[config.mk]
export PLATFORM = sky130hd
export DESIGN_NAME = pe_dot_feeder
export DESIGN_NICKNAME = d
export VERILOG_FILES = /design/src/rtl/pe_dot_feeder.sv
export SDC_FILE = /design/constraint.sdc
export NUM_CORES = 1
export LEC_CHECK = 0
export ABC_CLOCK_PERIOD_IN_PS = 3800
export BUFFER_PORTS_ARGS = -buffer_cell sky130_fd_sc_hd__buf_2
export CORE_AREA = 2 2 249 251
export CTS_CLUSTER_SIZE = 25
export DETAILED_ROUTE_END_ITERATION = 10
export DIE_AREA = 0 0 251 253
export SYNTH_ARGS = -nofsm -noshare
export SYNTH_HDL_FRONTEND = slang
export SYNTH_SLANG_ARGS = --single-unit
[constraint.sdc]
create_clock -name clk_i -period 3.8 [get_ports clk_i]
set_input_delay 0.38 -clock clk_i [delete_from_list [all_inputs] [get_ports clk_i]]
set_output_delay 0.38 -clock clk_i [all_outputs]
set_load 0.01 [all_outputs]
[src/rtl/pe_dot_feeder.sv]
// pe_dot_feeder: upstream sequencer for a multi-cycle FP32 MAC PE.
// Buffers {a, b, last} operand pairs in a small FIFO. It issues them one at a time as
// single-cycle pe_in_valid_o pulses. Each returned psum is fed back as the next psum_in.
// The finished dot product is emitted when the element tagged last completes.
// The PE has no ready signal, so a new issue only happens once the previous result is back.
//
// Ports:
//   clk_i, rst_i          clock, synchronous active-high reset
//   s_*                   operand stream in (valid/ready, a, b, last)
//   pe_in_valid_o, pe_*   issue pulse and operands to the PE
//   pe_out_valid_i,
//   pe_psum_out_i         PE result pulse and data
//   m_*                   dot-product result out (valid/ready, data, element count)
//   err_o                 sticky: [0] PE timeout, [1] PE result outside WAIT
module pe_dot_feeder #(
  parameter int unsigned DEPTH       = 4,
  parameter int unsigned TIMEOUT_CYC = 4096
) (
  input  logic        clk_i,
  input  logic        rst_i,
  input  logic        s_valid_i,
  output logic        s_ready_o,
  input  logic [31:0] s_a_i,
  input  logic [31:0] s_b_i,
  input  logic        s_last_i,
  output logic        pe_in_valid_o,
  output logic [31:0] pe_a_bits_o,
  output logic [31:0] pe_b_bits_o,
  output logic [31:0] pe_psum_in_o,
  input  logic        pe_out_valid_i,
  input  logic [31:0] pe_psum_out_i,
  output logic        m_valid_o,
  input  logic        m_ready_i,
  output logic [31:0] m_data_o,
  output logic [15:0] m_len_o,
  output logic [1:0]  err_o
);

  localparam int unsigned PtrW = $clog2(DEPTH);
  localparam int unsigned CntW = PtrW + 1;
  localparam int unsigned TmrW = $clog2(TIMEOUT_CYC + 1);
  localparam logic [TmrW-1:0] TmrLast = TmrW'(TIMEOUT_CYC - 1);

  typedef enum logic [1:0] {StIdle, StWait, StOut} state_e;

  // FIFO storage: {a, b, last}
  logic [64:0]     mem_q [DEPTH];
  logic [PtrW-1:0] wr_ptr_q, wr_ptr_d, rd_ptr_q, rd_ptr_d;
  logic [CntW-1:0] count_q, count_d;
  logic            full, empty, push, pop;
  logic [64:0]     head;

  state_e          state_q, state_d;
  logic            pe_in_valid_q, pe_in_valid_d;
  logic [31:0]     pe_a_q, pe_a_d, pe_b_q, pe_b_d, pe_psum_q, pe_psum_d;
  logic            last_q, last_d;
  logic [31:0]     acc_q, acc_d;
  logic [15:0]     cnt_q, cnt_d;
  logic [TmrW-1:0] timer_q, timer_d;
  logic            m_valid_q, m_valid_d;
  logic [31:0]     m_data_q, m_data_d;
  logic [15:0]     m_len_q, m_len_d;
  logic [1:0]      err_q, err_d;

  assign full      = (count_q == CntW'(DEPTH));
  assign empty     = (count_q == '0);
  assign s_ready_o = ~full;
  assign push      = s_valid_i & ~full;
  assign head      = mem_q[rd_ptr_q];

  always_comb begin
    state_d       = state_q;
    pe_in_valid_d = 1'b0;
    pe_a_d        = pe_a_q;
    pe_b_d        = pe_b_q;
    pe_psum_d     = pe_psum_q;
    last_d        = last_q;
    acc_d         = acc_q;
    cnt_d         = cnt_q;
    timer_d       = timer_q;
    m_valid_d     = m_valid_q;
    m_data_d      = m_data_q;
    m_len_d       = m_len_q;
    err_d         = err_q;
    pop           = 1'b0;

    unique case (state_q)
      StIdle: begin
        if (!empty) begin
          pop           = 1'b1;
          pe_in_valid_d = 1'b1;
          pe_a_d        = head[64:33];
          pe_b_d        = head[32:1];
          last_d        = head[0];
          pe_psum_d     = acc_q;
          cnt_d         = (cnt_q == 16'hFFFF) ? cnt_q : cnt_q + 16'd1;
          timer_d       = '0;
          state_d       = StWait;
        end
      end
      StWait: begin
        // Timer saturates; the flag is sticky so re-asserting it is harmless.
        if (timer_q != TmrLast) timer_d = timer_q + 1'b1;
        if (timer_q == TmrLast) err_d[0] = 1'b1;
        if (pe_out_valid_i) begin
          acc_d = pe_psum_out_i;
          if (last_q) begin
            m_data_d  = pe_psum_out_i;
            m_len_d   = cnt_q;
            m_valid_d = 1'b1;
            state_d   = StOut;
          end else begin
            state_d = StIdle;
          end
        end
      end
      StOut: begin
        if (m_valid_q && m_ready_i) begin
          m_valid_d = 1'b0;
          acc_d     = '0;
          cnt_d     = '0;
          state_d   = StIdle;
        end
      end
      default: state_d = StIdle;
    endcase

    // A result pulse is only legal while a PE operation is outstanding.
    if (pe_out_valid_i && (state_q != StWait)) err_d[1] = 1'b1;
  end

  always_comb begin
    wr_ptr_d = push ? wr_ptr_q + 1'b1 : wr_ptr_q;
    rd_ptr_d = pop ? rd_ptr_q + 1'b1 : rd_ptr_q;
    count_d  = count_q + CntW'(push) - CntW'(pop);
  end

  always_ff @(posedge clk_i) begin
    if (push) mem_q[wr_ptr_q] <= {s_a_i, s_b_i, s_last_i};
  end

  always_ff @(posedge clk_i) begin
    if (rst_i) begin
      wr_ptr_q      <= '0;
      rd_ptr_q      <= '0;
      count_q       <= '0;
      state_q       <= StIdle;
      pe_in_valid_q <= 1'b0;
      pe_a_q        <= '0;
      pe_b_q        <= '0;
      pe_psum_q     <= '0;
      last_q        <= 1'b0;
      acc_q         <= '0;
      cnt_q         <= '0;
      timer_q       <= '0;
      m_valid_q     <= 1'b0;
      m_data_q      <= '0;
      m_len_q       <= '0;
      err_q         <= '0;
    end else begin
      wr_ptr_q      <= wr_ptr_d;
      rd_ptr_q      <= rd_ptr_d;
      count_q       <= count_d;
      state_q       <= state_d;
      pe_in_valid_q <= pe_in_valid_d;
      pe_a_q        <= pe_a_d;
      pe_b_q        <= pe_b_d;
      pe_psum_q     <= pe_psum_d;
      last_q        <= last_d;
      acc_q         <= acc_d;
      cnt_q         <= cnt_d;
      timer_q       <= timer_d;
      m_valid_q     <= m_valid_d;
      m_data_q      <= m_data_d;
      m_len_q       <= m_len_d;
      err_q         <= err_d;
    end
  end

  assign pe_in_valid_o = pe_in_valid_q;
  assign pe_a_bits_o   = pe_a_q;
  assign pe_b_bits_o   = pe_b_q;
  assign pe_psum_in_o  = pe_psum_q;
  assign m_valid_o     = m_valid_q;
  assign m_data_o      = m_data_q;
  assign m_len_o       = m_len_q;
  assign err_o         = err_q;

endmodule
==> impl_metrics.env <==
export IMPL_first_global_vias=11700
export IMPL_ys_ff_latch=479
export IMPL_gp_congestion=0.765
export IMPL_r2r_slack_ns=1.48
export IMPL_synth_top_area_frac=0.447
export IMPL_r2r_start="timer_q[0]$_SDFFE_PP0P_"
export IMPL_hold_viol_final=0
export IMPL_yosys_top_cells_area="edfxtp_1 (45%), dfxtp_1 (25%), mux4_2 (8.4%)"
export IMPL_grt_usage=0.136
export IMPL_max_freq_mhz=431
export IMPL_wl_mm=43.2
export IMPL_path_clk_slew_ns=0.06
export IMPL_vias=11500
export IMPL_slew_viol_final=0
export IMPL_r2r_end="timer_q[5]$_SDFFE_PP0P_"
export IMPL_required_ns=4.24
export IMPL_postPlaceCellArea_um2=19500
export IMPL_die_area_um2=63500
export IMPL_cts_root_buffer="clkbuf_16"
export IMPL_synth_edf_count=260
export IMPL_grt_max_degree=104
export IMPL_clock_latency_ns=0.60
export IMPL_critPathKind="reg -> reg"
export IMPL_die_w_um=251
export IMPL_fin_crit_ns=2.32
export IMPL_status="finished clean"
export IMPL_fp_row_count=91
export IMPL_wl_per_cell_um=17.4
export IMPL_maxCapViolations=0
export IMPL_grt_pass1_wl_mm=67.3
export IMPL_synth_cell_types=49
export IMPL_start_util=0.286
export IMPL_cp_arrival_ns=2.76
export IMPL_layout_common_cells="nand2_1 (315), edfxtp_1 (260), buf_2 (249)"
export IMPL_dr_pass1_iters=5
export IMPL_die_h_um=253
export IMPL_cp_endpoint="timer_q[5]$_SDFFE_PP0P_"
export IMPL_finalPower_uw=14800
export IMPL_nNetsFinal=1754
export IMPL_clockBufferDepth=3
export IMPL_hp_class="in -> reg"
export IMPL_syn_nets=1454
export IMPL_avgSynthCellArea_um2=13.0
export IMPL_p_leak_uw=0.00788
export IMPL_cts_sinks=479
export IMPL_finalWorstSetupSlack_ns=1.48
export IMPL_numCtsBuffers=51
export IMPL_port_buffers=250
export IMPL_ctsResizeCount=0
export IMPL_clock_skew_ns=0.0261
export IMPL_ioPinCount=251
export IMPL_synth_ff_type="edfxtp_1"
export IMPL_setup_violations=0
export IMPL_post_route_period_util=0.611
export IMPL_yosysWarnings=0
export IMPL_ant_nets=0
export IMPL_synthesis_area_um2=17500
export IMPL_timing_slew_headroom=0.231
export IMPL_antenna_found_initial=1
export IMPL_reg2regPathDepth=6
export IMPL_rsz0062_at_grt="false"
export IMPL_dr_first_iter_drc_count=719
export IMPL_hpwl_mm=25.9
export IMPL_synth_cells=1344
export IMPL_setup_tns_ns=0
export IMPL_critPathCaptureType="flop"
export IMPL_worst_path_max_fanout=7
export IMPL_drcViolationCount=0
export IMPL_yosysSeqAreaShare=0.698
export IMPL_pre_cts_slack_ns=1.46
export IMPL_htree_levels=2
export IMPL_core_region_area_um2=61000
export IMPL_fillers=5933
export IMPL_layout_commonest_cell="nand2_1"
export IMPL_worst_slew_pin_slew_ns=1.15
export IMPL_irDropWorstVdd_v=0.000631
export IMPL_synthToLayoutAreaGrowth_pct=25.2
export IMPL_yosys_area_top_type="edfxtp_1"
export IMPL_synth_async_reset_ratio=0
export IMPL_p_per_area_nw_per_um2=677
export IMPL_startpoint="timer_q[0]$_SDFFE_PP0P_"
export IMPL_drive_gt1_frac=0.250
export IMPL_gr_total_overflow=0
export IMPL_final_area_um2=21900
export IMPL_cp_start_kind="flop"
export IMPL_vias_per_cell=4.63
export IMPL_tritoncts="done"
-- flip-flops by register name (all words and copies together) (netlist names), 3 cells and up --
name	cells
pe_a_bits_o	32
count_q	3
cnt_q	16
timer_q	13
m_len_o	16
pe_b_bits_o	32
pe_psum_in_o	32
mem_q	260
m_data_o	32
acc_q	32
-- worst min path at each step --
stage,start,endpoint,cells after the start
global route,pe_psum_out_i[25],m_data_o[25]$_SDFFE_PP0P_,3
CTS,pe_psum_out_i[13],m_data_o[13]$_SDFFE_PP0P_,3
detailed placement,pe_b_bits_o[20]$_SDFFE_PP0P_,pe_b_bits_o[20]$_SDFFE_PP0P_,2
floorplan,acc_q[0]$_SDFFE_PP0P_,pe_psum_in_o[0]$_SDFFE_PP0P_,2
finish,pe_psum_out_i[23],m_data_o[23]$_SDFFE_PP0P_,3
global placement,acc_q[14]$_SDFFE_PP0P_,pe_psum_in_o[14]$_SDFFE_PP0P_,2
-- cell usage after synthesis (8+ instances only) --
cell type	n
nor3_1	10
o21ai_0	11
dfxtp_1	219
and3_1	10
a22oi_1	34
nor2_1	65
buf_1	8
mux4_2	65
a31oi_1	14
clkbuf_1	50
a21oi_1	164
nand2_1	316
nand3_1	19
buf_2	25
edfxtp_1	260
-- report_power, final --
part | internal, uW | switching, uW
sequential | 6200 | 458
combinational | 1300 | 2000
clock | 2770 | 2080
total | 10300 | 4530
-- worst max-delay path, stage by stage (launching register included) --
cell	delay [ns]
dfxtp_1	0.39
ha_1	0.21
nand3_1	0.18
nor4_1	0.73
nor2_1	0.29
a41oi_1	0.29
nor3_1	0.08
-- cell families after synthesis --
family	Yosys count	synth area share
flops	479	0.698
simple gates	450	0.106
compound gates	239	0.0781
buf+inv	95	0.0234
mux	68	0.0856
fa+ha+maj	8	0.00616
xor+xnor	5	0.00251
-- metrics by stage --
| step | hold slack, ns | std cells | utilization |
|---|---|---|---|
| CTS | 0.00224 | 2477 | 0.358 |
| global route | 0.0239 | 2478 | 0.358 |
| detailed placement | 0.443 | 2313 | 0.320 |
| floorplan | 0.432 | 1344 | - |
| global placement | 0.435 | 2313 | 0.320 |
| finish | 0.0478 | 2479 | 0.358 |
-- area by class of cell --
cell class	instances	area [um^2]	share of cell area
well taps	790	988	0.0452
clock buffers	74	1470	0.0670
flip-flops and latches	479	12200	0.558
inverters	7	26.3	0.00120
repair buffers	335	2090	0.0956
clock inverters	22	194	0.00887
multi-input cells	770	4900	0.224
diodes	2	5.00	0.000229
-- layer usage --
metal | vias to the layer above | track usage | wire length [um] | part of all wire
met4 | 0 | 0.0423 | 956 | 0.022
met3 | 61 | 0.0394 | 3430 | 0.079
li1 | 5466 | - | - | -
met1 | 5636 | 0.171 | 18500 | 0.43
met2 | 311 | 0.226 | 20400 | 0.47
met5 | - | 0 | 0 | 0
-- repair_timing --
item	4_1_cts	5_1_grt
hold buffers	68	0
setup buffers	0	0
hold endpoints to repair	263	0
endpoints found under the setup margin	0	0
(Power assumes the default switching activity.)
